--- config.mk ---
export PLATFORM = sky130hd
export DESIGN_NAME = add_pipe_nbit
export DESIGN_NICKNAME = d
export VERILOG_FILES = /design/src/rtl/add_pipe_nbit.sv
export SDC_FILE = /design/constraint.sdc
export NUM_CORES = 1
export LEC_CHECK = 0
export CAP_MARGIN = 10
export CORE_ASPECT_RATIO = 1.2
export CORE_MARGIN = 8
export CORE_UTILIZATION = 45
export DETAILED_ROUTE_END_ITERATION = 16
export GPL_TIMING_DRIVEN = 0
export MAX_ROUTING_LAYER = met4
export PLACE_DENSITY = 0.74
export SETUP_SLACK_MARGIN = 0.5
export SYNTH_ARGS = -nofsm -noshare
export SYNTH_HDL_FRONTEND = slang
export SYNTH_SLANG_ARGS = --single-unit
--- constraint.sdc ---
create_clock -name clk_in -period 3.9 [get_ports clk_in]
set_clock_uncertainty 0.1 [all_clocks]
set_input_delay 0.39 -clock clk_in [delete_from_list [all_inputs] [get_ports clk_in]]
set_output_delay 0.39 -clock clk_in [all_outputs]
set_load 0.03 [all_outputs]
--- src/rtl/add_pipe_nbit.sv ---
// Pipelined WIDTH-bit adder/subtractor with a valid/ready stream interface; the carry ripples one SEG-bit segment per stage.
// Optional signed-overflow output is enabled by defining ADD_PIPE_OVERFLOW_EN.
module add_pipe_nbit #(
    parameter int WIDTH = 16,
    parameter int SEG   = 4
) (
    input  logic             clk_in,
    input  logic             rst_in,
    input  logic             valid_in,
    output logic             ready_out,
    input  logic [WIDTH-1:0] a_in,
    input  logic [WIDTH-1:0] b_in,
    input  logic             sub_in,
    output logic             valid_out,
    input  logic             ready_in,
`ifdef ADD_PIPE_OVERFLOW_EN
    output logic             overflow_out,
`endif
    output logic [WIDTH-1:0] sum_out,
    output logic             carry_out
);

    localparam int STAGES = WIDTH / SEG;

    // Single global enable: the whole pipeline advances or holds together.
    logic en;
    assign en        = !valid_out || ready_in;
    assign ready_out = en;

    for (genvar gi = 0; gi < STAGES; gi++) begin : g_stage
        localparam int REM  = WIDTH - gi * SEG;
        localparam int LO   = gi * SEG;
        localparam bit LAST = (gi == STAGES - 1);

        logic [REM-1:0]      a_src;
        logic [REM-1:0]      b_src;
        logic                cin;
        logic                v_src;
        logic [SEG:0]        seg_sum;
        logic [LO+SEG-1:0]   sum_d;
        logic [LO+SEG-1:0]   sum_q;
        logic                carry_q;
        logic                valid_q;
        logic                load_data;

        if (gi == 0) begin : g_in
            // B is inverted once here; the subtract carry-in becomes the stage-0 carry.
            assign a_src = a_in;
            assign b_src = b_in ^ {WIDTH{sub_in}};
            assign cin   = sub_in;
            assign v_src = valid_in;
            assign sum_d = seg_sum[SEG-1:0];
        end else begin : g_chain
            assign a_src = g_stage[gi-1].g_fwd.a_q;
            assign b_src = g_stage[gi-1].g_fwd.b_q;
            assign cin   = g_stage[gi-1].carry_q;
            assign v_src = g_stage[gi-1].valid_q;
            assign sum_d = {seg_sum[SEG-1:0], g_stage[gi-1].sum_q};
        end

        assign seg_sum = {1'b0, a_src[SEG-1:0]} + {1'b0, b_src[SEG-1:0]} + {{SEG{1'b0}}, cin};

        // The output stage only loads real results so bubbles leave sum/carry untouched.
        assign load_data = !LAST || v_src;

        always_ff @(posedge clk_in or posedge rst_in) begin
            if (rst_in) begin
                valid_q <= 1'b0;
                sum_q   <= '0;
                carry_q <= 1'b0;
            end else if (en) begin
                valid_q <= v_src;
                if (load_data) begin
                    sum_q   <= sum_d;
                    carry_q <= seg_sum[SEG];
                end
            end
        end

        if (!LAST) begin : g_fwd
            logic [REM-SEG-1:0] a_q;
            logic [REM-SEG-1:0] b_q;

            always_ff @(posedge clk_in or posedge rst_in) begin
                if (rst_in) begin
                    a_q <= '0;
                    b_q <= '0;
                end else if (en) begin
                    a_q <= a_src[REM-1:SEG];
                    b_q <= b_src[REM-1:SEG];
                end
            end
        end

`ifdef ADD_PIPE_OVERFLOW_EN
        if (LAST) begin : g_ovf
            logic ovf_d;
            logic ovf_q;

            // Carry into the MSB is recovered from the MSB sum bit and its operand bits.
            assign ovf_d = (a_src[SEG-1] ^ b_src[SEG-1] ^ seg_sum[SEG-1]) ^ seg_sum[SEG];

            always_ff @(posedge clk_in or posedge rst_in) begin
                if (rst_in) begin
                    ovf_q <= 1'b0;
                end else if (en && load_data) begin
                    ovf_q <= ovf_d;
                end
            end
        end
`endif
    end

    assign valid_out = g_stage[STAGES-1].valid_q;
    assign sum_out   = g_stage[STAGES-1].sum_q;
    assign carry_out = g_stage[STAGES-1].carry_q;
`ifdef ADD_PIPE_OVERFLOW_EN
    assign overflow_out = g_stage[STAGES-1].g_ovf.ovf_q;
`endif

endmodule

# Word-level counts from Yosys, hierarchy flattened
# Index checks and enable logic that the tools add are counted.
[op_classes]
addsub = 8
n_mul = 0
div_mod_pow = 0
n_lt_le_gt_ge = 0
n_eq_ne = 0
n_shift = 0
mux = 0
bitwise_logic = 1
n_reduce_logical = 3
[op_table]
columns = ["operator", "n"]
rows = [
  ["$add A4 B4 Y5", 4],
  ["$add A5 B1 Y5", 4],
  ["$xor A16 B16 Y16", 1],
  ["$reduce_and A2 Y1", 1],
  ["$logic_not A1 Y1", 1],
  ["$logic_or A1 B1 Y1", 1],
]
[word_totals]
reg_bits = 96
latch_bits = 0
ramBits = 0
romBits = 0
inputBits = 37
output_inout_bits = 19
memories = 0

# Longest topological paths before layout
# Gate-level depths: netlist of run 1.
[depth]
depth_word = 3
depth_mapped = 8

# Least setup slack after synthesis of run 1
# No wires, ideal clock.
[synth_timing]
path_type = "input to register"
from = "in sub_in"
to = "reg g_stage[0].sum_q[3]"
setup_time_ps = 125
arrival_ps = 1877
slack_ps = 1798
stages = 8
path_cell_list = "buf_6 -> buf_2 -> xor2_1 -> ha_1 -> a21o_1 -> a31oi_4 -> xnor2_1 -> mux2_4"
[synth_via]
elab_chain_cells = 3
[synth_lines]
columns = ["item", "line", "rtl"]
rows = [
  ["start: declaration", "13", "input logic sub_in,"],
  ["$xor A16 B16 Y16", "49", "assign b_src = b_in ^ {WIDTH{sub_in}};"],
  ["$add A4 B4 Y5", "61", "assign seg_sum = {1'b0, a_src[SEG-1:0]} + {1'b0, b_src[SEG-1:0]} + {{SEG{1'b0}}, cin};"],
  ["$add A5 B1 Y5 (*)", "61", ""],
  ["end signal: assignment", "74", "sum_q <= sum_d;"],
  ["end: declaration", "41", "logic [LO+SEG-1:0] sum_q;"],
]
# Mark *: on every way between the ends. The rest lies on a longest branch, timed or not.
# A chain may end at the register's enable or synchronous reset.

# Worst setup path after layout of run 1
[layout_timing]
from = "in ready_in"
to = "out ready_out"
[layout_via]
elab_chain_cells = 1
[layout_lines]
columns = ["item", "line", "rtl"]
rows = [
  ["start: declaration", "15", "input logic ready_in,"],
  ["$logic_or A1 B1 Y1", "27", "assign en = !valid_out || ready_in;"],
  ["end: declaration", "10", "output logic ready_out,"],
]
# No other way between the ends.

==> impl_metrics.yaml, run 1 <==
hold_path:
  holdPathStages: 3
  hold_path_end: "g_stage[0].g_fwd.b_q[8]"
  min_from: "sub_in"
  hp-class: "input pin to flip-flop"
critical_path:
  r2r_end: "carry_out"
  regToRegSetupSlack_ns: 1.96
  slowest_delay_ns: 0.72
  crit_fanout: 10
  path_cells: "clkdlybuf4s50_1 > nor2b_1 > buf_2 > inv_2 > buf_2 > buf_2 > clkdlybuf4s50_1"
  r2r_cells: 5
  path_class: "input pin to output port"
  startpoint_type: "input pin"
  startpoint: "ready_in"
  r2r-start: "g_stage[2].carry_q"
  slowest_stage: "clkdlybuf4s50_1"
  required_ns: 3.41
  crit_top_cell: "buf_2"
  endpoint_kind: "output port"
  arrival_ns: 2.42
drt:
  vias: 2880
  wl_per_cell_um: 13.6
  via_per_inst: 4.77
  dr.pass1.iters: 4
  ant_nets: 0
  drt_iter0_markers: 139
  routed_wl_um: 8230
  drc: 0
clock_tree:
  cts_tree: "built"
  cts_sinks: 96
  clkTransAtPathRegs_ns: 0.08
  postCtsSetupRepairBufs: 0
  cts_buffers: 9
  htreeDepth: 3
  clock_latency_ns: 0.37
  cts_hold_buf: 0
  root_buffer: "clkbuf_8"
  ctsResizeCount: 0
  cts_buffer_depth: 2
sta:
  setup-violations-final: 0
  period_share_pct: 74.7
  worst_pin_slew_ns: 0.610
  tns_ns: 0
  setup_ws_ns: 0.985
  clock.fmax_ghz: 0.343
  report.final.slew_viol_count: 0
  relSlewSlack_pct: 59.3
  final_hold_viol_count: 0
  rsz0062_at_grt: "false"
  fin_crit_ns: 2.91
logic_synthesis:
  synth_area_um2: 4190
  ys_warn_count: 0
  syn-num-nets: 472
  synth.avg_cell_area_um2: 10.1
  ys_types: 26
  synth-seq-area-share_pct: 57.3
  synth_cells: 416
  synth_seq_cells: 96
finish:
  drive_gt1_share_pct: 8.88
  fin_cells: 604
  multiInputGateArea_um2: 1650
  synthToLayoutAreaGrowth_pct: 21.4
  n_antenna_cell: 0
  seq_area_um2: 2400
  fin_area_um2: 5090
  fin_nets: 538
  fill_cells: 815
power:
  p_sw_uw: 1430
  share_comb_of_total_power_pct: 41.0
  power_frac_clock_pct: 15.9
  power.density_nw_per_um2: 761
  seq_power_share_pct: 43.2
  ir_drop_v: 0.000237
  netSwitchingFraction_pct: 36.8
  p_int_uw: 2450
  power_leakage_uw: 0.00245
global_routing:
  grt_usage_pct: 14.3
  grt_antenna_before_repair: 0
  grt_max_degree: 69
  overflow: 0
  grt_pass1_vias: 2946
  grt_pass1_wl_um: 14000
flow_run:
  maxCapViolations: 0
floorplanning:
  initial_core_util_pct: 46.4
  ios: 56
  num_rows: 38
  dieArea_um2: 12700
  core_um2: 9030
  die_y_um: 122
  fp.dieW_um: 104
outcome:
  status: "completed"
placed_design:
  pre_cts_ws_ns: 0.978
  dp.cells: 591
  postPlaceCellArea_um2: 4910
  hpwl_um: 6170
  place_congestion: 0.769
  port_buffers: 54
## area by class of cell
| cell class | instances | area share (%) |
|---|---|---|
| Buffer | 21 | 1.94 |
| Sequential cell | 96 | 47.2 |
| Clock inverter | 1 | 0.590 |
| Clock buffer | 12 | 2.85 |
| Inverter | 11 | 0.860 |
| Timing Repair Buffer | 55 | 11.2 |
| Tap cell | 120 | 2.95 |
| Multi-Input combinational cell | 288 | 32.4 |
## synth_stat cells (all sizes together)
| master | number | area, um2 |
|---|---|---|
| a21oi | 10 | 50.1 |
| o21a | 1 | 7.51 |
| or3 | 1 | 6.26 |
| o21ai | 28 | 140 |
| a22oi | 1 | 7.51 |
| a31oi | 1 | 21.3 |
| nor2 | 8 | 30.0 |
| dfrtp | 96 | 2400 |
| mux2 | 16 | 188 |
| xor2 | 7 | 61.3 |
| nor2b | 4 | 25.0 |
| nand2b | 1 | 6.26 |
| and2 | 1 | 6.26 |
| inv | 11 | 41.3 |
| fa | 7 | 140 |
| nand2 | 169 | 634 |
| xnor2 | 15 | 131 |
| buf | 13 | 68.8 |
| a31o | 1 | 8.76 |
| clkbuf | 8 | 30.0 |
| ha | 12 | 150 |
| a21o | 5 | 37.5 |
## worst max-delay path by stage
stage | to | slack, ns | cells past startpoint
detailed placement | ready_out | 0.98 | 7
floorplan | carry_out | 0.90 | 1
finish | ready_out | 0.99 | 7
CTS | ready_out | 0.97 | 7
global placement | g_stage[0].valid_q | -0.40 | 2
global route | ready_out | 0.91 | 6
## through the flow
step / hold slack [ns] / util [%] / total power [uW]
after global placement: 0.349 / 54.1 / 3230
after detailed placement: 0.355 / 54.4 / 3310
after floorplan: 0.335 / - / 2760
after global routing: 0.257 / 56.3 / 4180
final: 0.243 / 56.3 / 3870
after CTS: 0.235 / 56.3 / 3920
## per-layer routing
| metal | track usage, % | share of wire (%) |
|---|---|---|
| met5 | - | 0 |
| met3 | 2.38 | 2.5 |
| met4 | 7.62 | 2.1 |
| met1 | 16.8 | 45 |
| met2 | 23.2 | 50 |
## layout by cell type (no fill, tap or decap), types with 12 or more instances in the layout
cell and count:
o21ai_0 28, nand2_1 169, xnor2_1 15, dfrtp_1 96
ha_1 12, clkdlybuf4s50_1 54, mux2_2 14
## flip-flops by register name (all words and copies together) (netlist names)
register           flops
carry_out              1
g_stage.carry_q        3
g_stage.g_fwd.a_q     24
g_stage.g_fwd.b_q     24
g_stage.sum_q         24
g_stage.valid_q        3
sum_out               16
valid_out              1
## logic make-up (layout without fill, tap and decap cells)
| kind of cell | Yosys count | count (layout) | share of synthesized area (%) |
|---|---|---|---|
| compound gates | 47 | 47 | 6.50 |
| xor+xnor | 22 | 22 | 4.59 |
| fa+ha+maj | 19 | 19 | 6.92 |
| buf+inv | 32 | 100 | 3.34 |
| flops | 96 | 96 | 57.3 |
| mux | 16 | 16 | 4.47 |
| simple gates | 184 | 184 | 16.9 |
## power groups by stage
| stage | Combinational [uW] | Sequential [uW] | Clock (uW) |
|---|---|---|---|
| global placement | 1560 | 1670 | 0 |
| floorplan | 941 | 1820 | 0 |
| CTS | 1620 | 1680 | 628 |
| finish | 1590 | 1670 | 614 |
| global route | 1790 | 1730 | 661 |
| detailed placement | 1610 | 1700 | 0 |
## critical path, delay by kind of cell
kind | cells | cell delay, ns
simple gates | 1 | 0.04
buf+inv | 6 | 1.99
(Power assumes the default switching activity.)
==> run 2, diff against run 1 <==
PLACE_DENSITY = 0.77   (was 0.74)
clock period = 2.55 ns   (was 3.9 ns; I/O delays follow)
==> impl_metrics.yaml, run 2 (same netlist as run 1, synthesis figures left out) <==
outcome:
  status: "completed"
global_routing:
  overflow: 0
  grt_max_degree: 37
  grt_antenna_before_repair: 0
  grt.busiest_layer: "met2"
  grt_pass1_vias: 3268
  grt_usage_pct: 15.4
  grt_pass1_wl_um: 15200
  grt_util_met2_pct: 26.1
  use_met3_pct: 2.54
  use_met1_pct: 16.9
clock_tree:
  cts_sinks: 96
  cts_tree: "built"
  htreeDepth: 3
  cts_buffers: 9
  postCtsSetupRepairBufs: 0
  root_buffer: "clkbuf_8"
  clkTransAtPathRegs_ns: 0.09
  cts_buffer_depth: 2
  clock_latency_ns: 0.36
placed_design:
  port_buffers: 54
  postPlaceCellArea_um2: 4930
  place_congestion: 0.781
  dp.cells: 592
  hpwl_um: 6550
finish:
  fin_nets: 539
  final_common_cell: "nand2_1"
  layout_common_cells: "nand2_1, dfrtp_1, clkdlybuf4s50_1"
  top_regs: "g_stage.g_fwd.a_q x24, g_stage.g_fwd.b_q x24, g_stage.sum_q x24"
  drive_gt1_share_pct: 10.0
  fin_area_um2: 5150
  final_core_util_pct: 57.0
  n_antenna_cell: 0
  synthToLayoutAreaGrowth_pct: 22.8
  fin_cells: 608
sta:
  rsz0062_at_grt: "false"
  report.final.slew_viol_count: 0
  worst_pin_slew_ns: 0.588
  final_hold_viol_count: 0
  fin_crit_ns: 1.95
  relSlewSlack_pct: 60.7
  clock.fmax_ghz: 0.513
  period_share_pct: 76.5
  setup-violations-final: 0
power:
  power_leakage_uw: 0.00247
  power.density_nw_per_um2: 1170
  ir_drop_v: 0.000444
critical_path:
  arrival_ns: 1.60
  r2r_cells: 5
  regToRegSetupSlack_ns: 0.64
  endpoint_kind: "output port"
  startpoint_type: "flip-flop"
  path_cells: "nor2b_1 > clkbuf_4 > inv_4 > buf_6 > buf_8 > buf_6"
  slowest_delay_ns: 0.38
  path_class: "flip-flop to output port"
  required_ns: 2.19
  crit_top_cell: "buf_6"
  r2r-start: "g_stage[2].carry_q"
  path_buf_inv: 5
  slowest_stage: "dfrtp_1"
  crit_fanout: 10
  crit_family: "buffers and inverters"
  r2r_end: "carry_out"
drt:
  vias: 2950
  via_per_inst: 4.85
  ant_nets: 0
  routed_wl_um: 8520
  drt_iter0_markers: 137
  wl_per_cell_um: 14.0
  drc: 0
  dr.pass1.iters: 4
floorplanning:
  dieArea_um2: 12700
  ios: 56
  num_rows: 38
  die_y_um: 122
  initial_core_util_pct: 46.4
  core_um2: 9030
  fp.dieW_um: 104
hold_path:
  hp-class: "input pin to flip-flop"
  holdPathStages: 3
  min_from: "sub_in"
  hold_path_end: "g_stage[0].g_fwd.b_q[7]"
flow_run:
  maxCapViolations: 0
run 2: changes by cell type in the layout (fill, tap and decap cells not counted), moves of 2 or more:
cell / previous run / this run
clkinv_2: 0 / 2
clkinvlp_4: 0 / 2
buf_12: 0 / 2
buf_6: 1 / 3
buf_2: 10 / 7
run 2: cell type report:
cell class              instances  area (um2)
clock buffers                  11         141
fillers                       794        3880
multi-input cells             288        1650
well taps                     120         150
repair buffers                 56         582
inverters                      11        47.5
clock inverters                 5        56.3
plain buffers                  21         118
flip-flops and latches         96        2400
run 2: routing by layer:
layer	vias up	routed length (um)
li1	1457	-
met2	67	4330
met4	0	234
met5	-	0
met1	1412	3720
met3	14	241
run 2: power breakdown:
part	total (uW)	internal (uW)	switching, uW	leakage [uW]
logic	2460	1110	1360	0.00122
clock network	976	478	497	0.0000993
registers	2570	2200	376	0.00116
total	6010	3780	2230	0.00247
run 2: timing repair:
item / 4_1_cts / 5_1_grt
resized for setup: 10 / 4
setup endpoints to repair: 1 / 1
hold buffers: 0 / 0
pin swaps: 0 / 0
run 2: how the worst max path moves through the flow:
stage,startpoint,to,cells after the start
after global placement,ready_in,ready_out,7
after CTS,valid_out,ready_out,6
after floorplan,sub_in,g_stage[0].sum_q[3],8
after detailed placement,ready_in,ready_out,7
final,valid_out,ready_out,6
after global routing,valid_out,ready_out,6
run 2: per-stage QoR:
step                power [uW]  hold WS [ns]  setup TNS (ns)  setup slack (ns)
floorplan                 4220         0.267               0             0.583
global placement          4940         0.349         -0.0949           -0.0949
detailed placement        5080         0.355         -0.0908           -0.0908
CTS                       6070        0.0944               0             0.503
global route              6520         0.121               0             0.507
finish                    6010         0.117               0             0.600
run 2: worst min-delay path, stage by stage:
cell	delay (ns)
buf_6	0.11
xnor2_1	0.11
o21ai_0	0.06
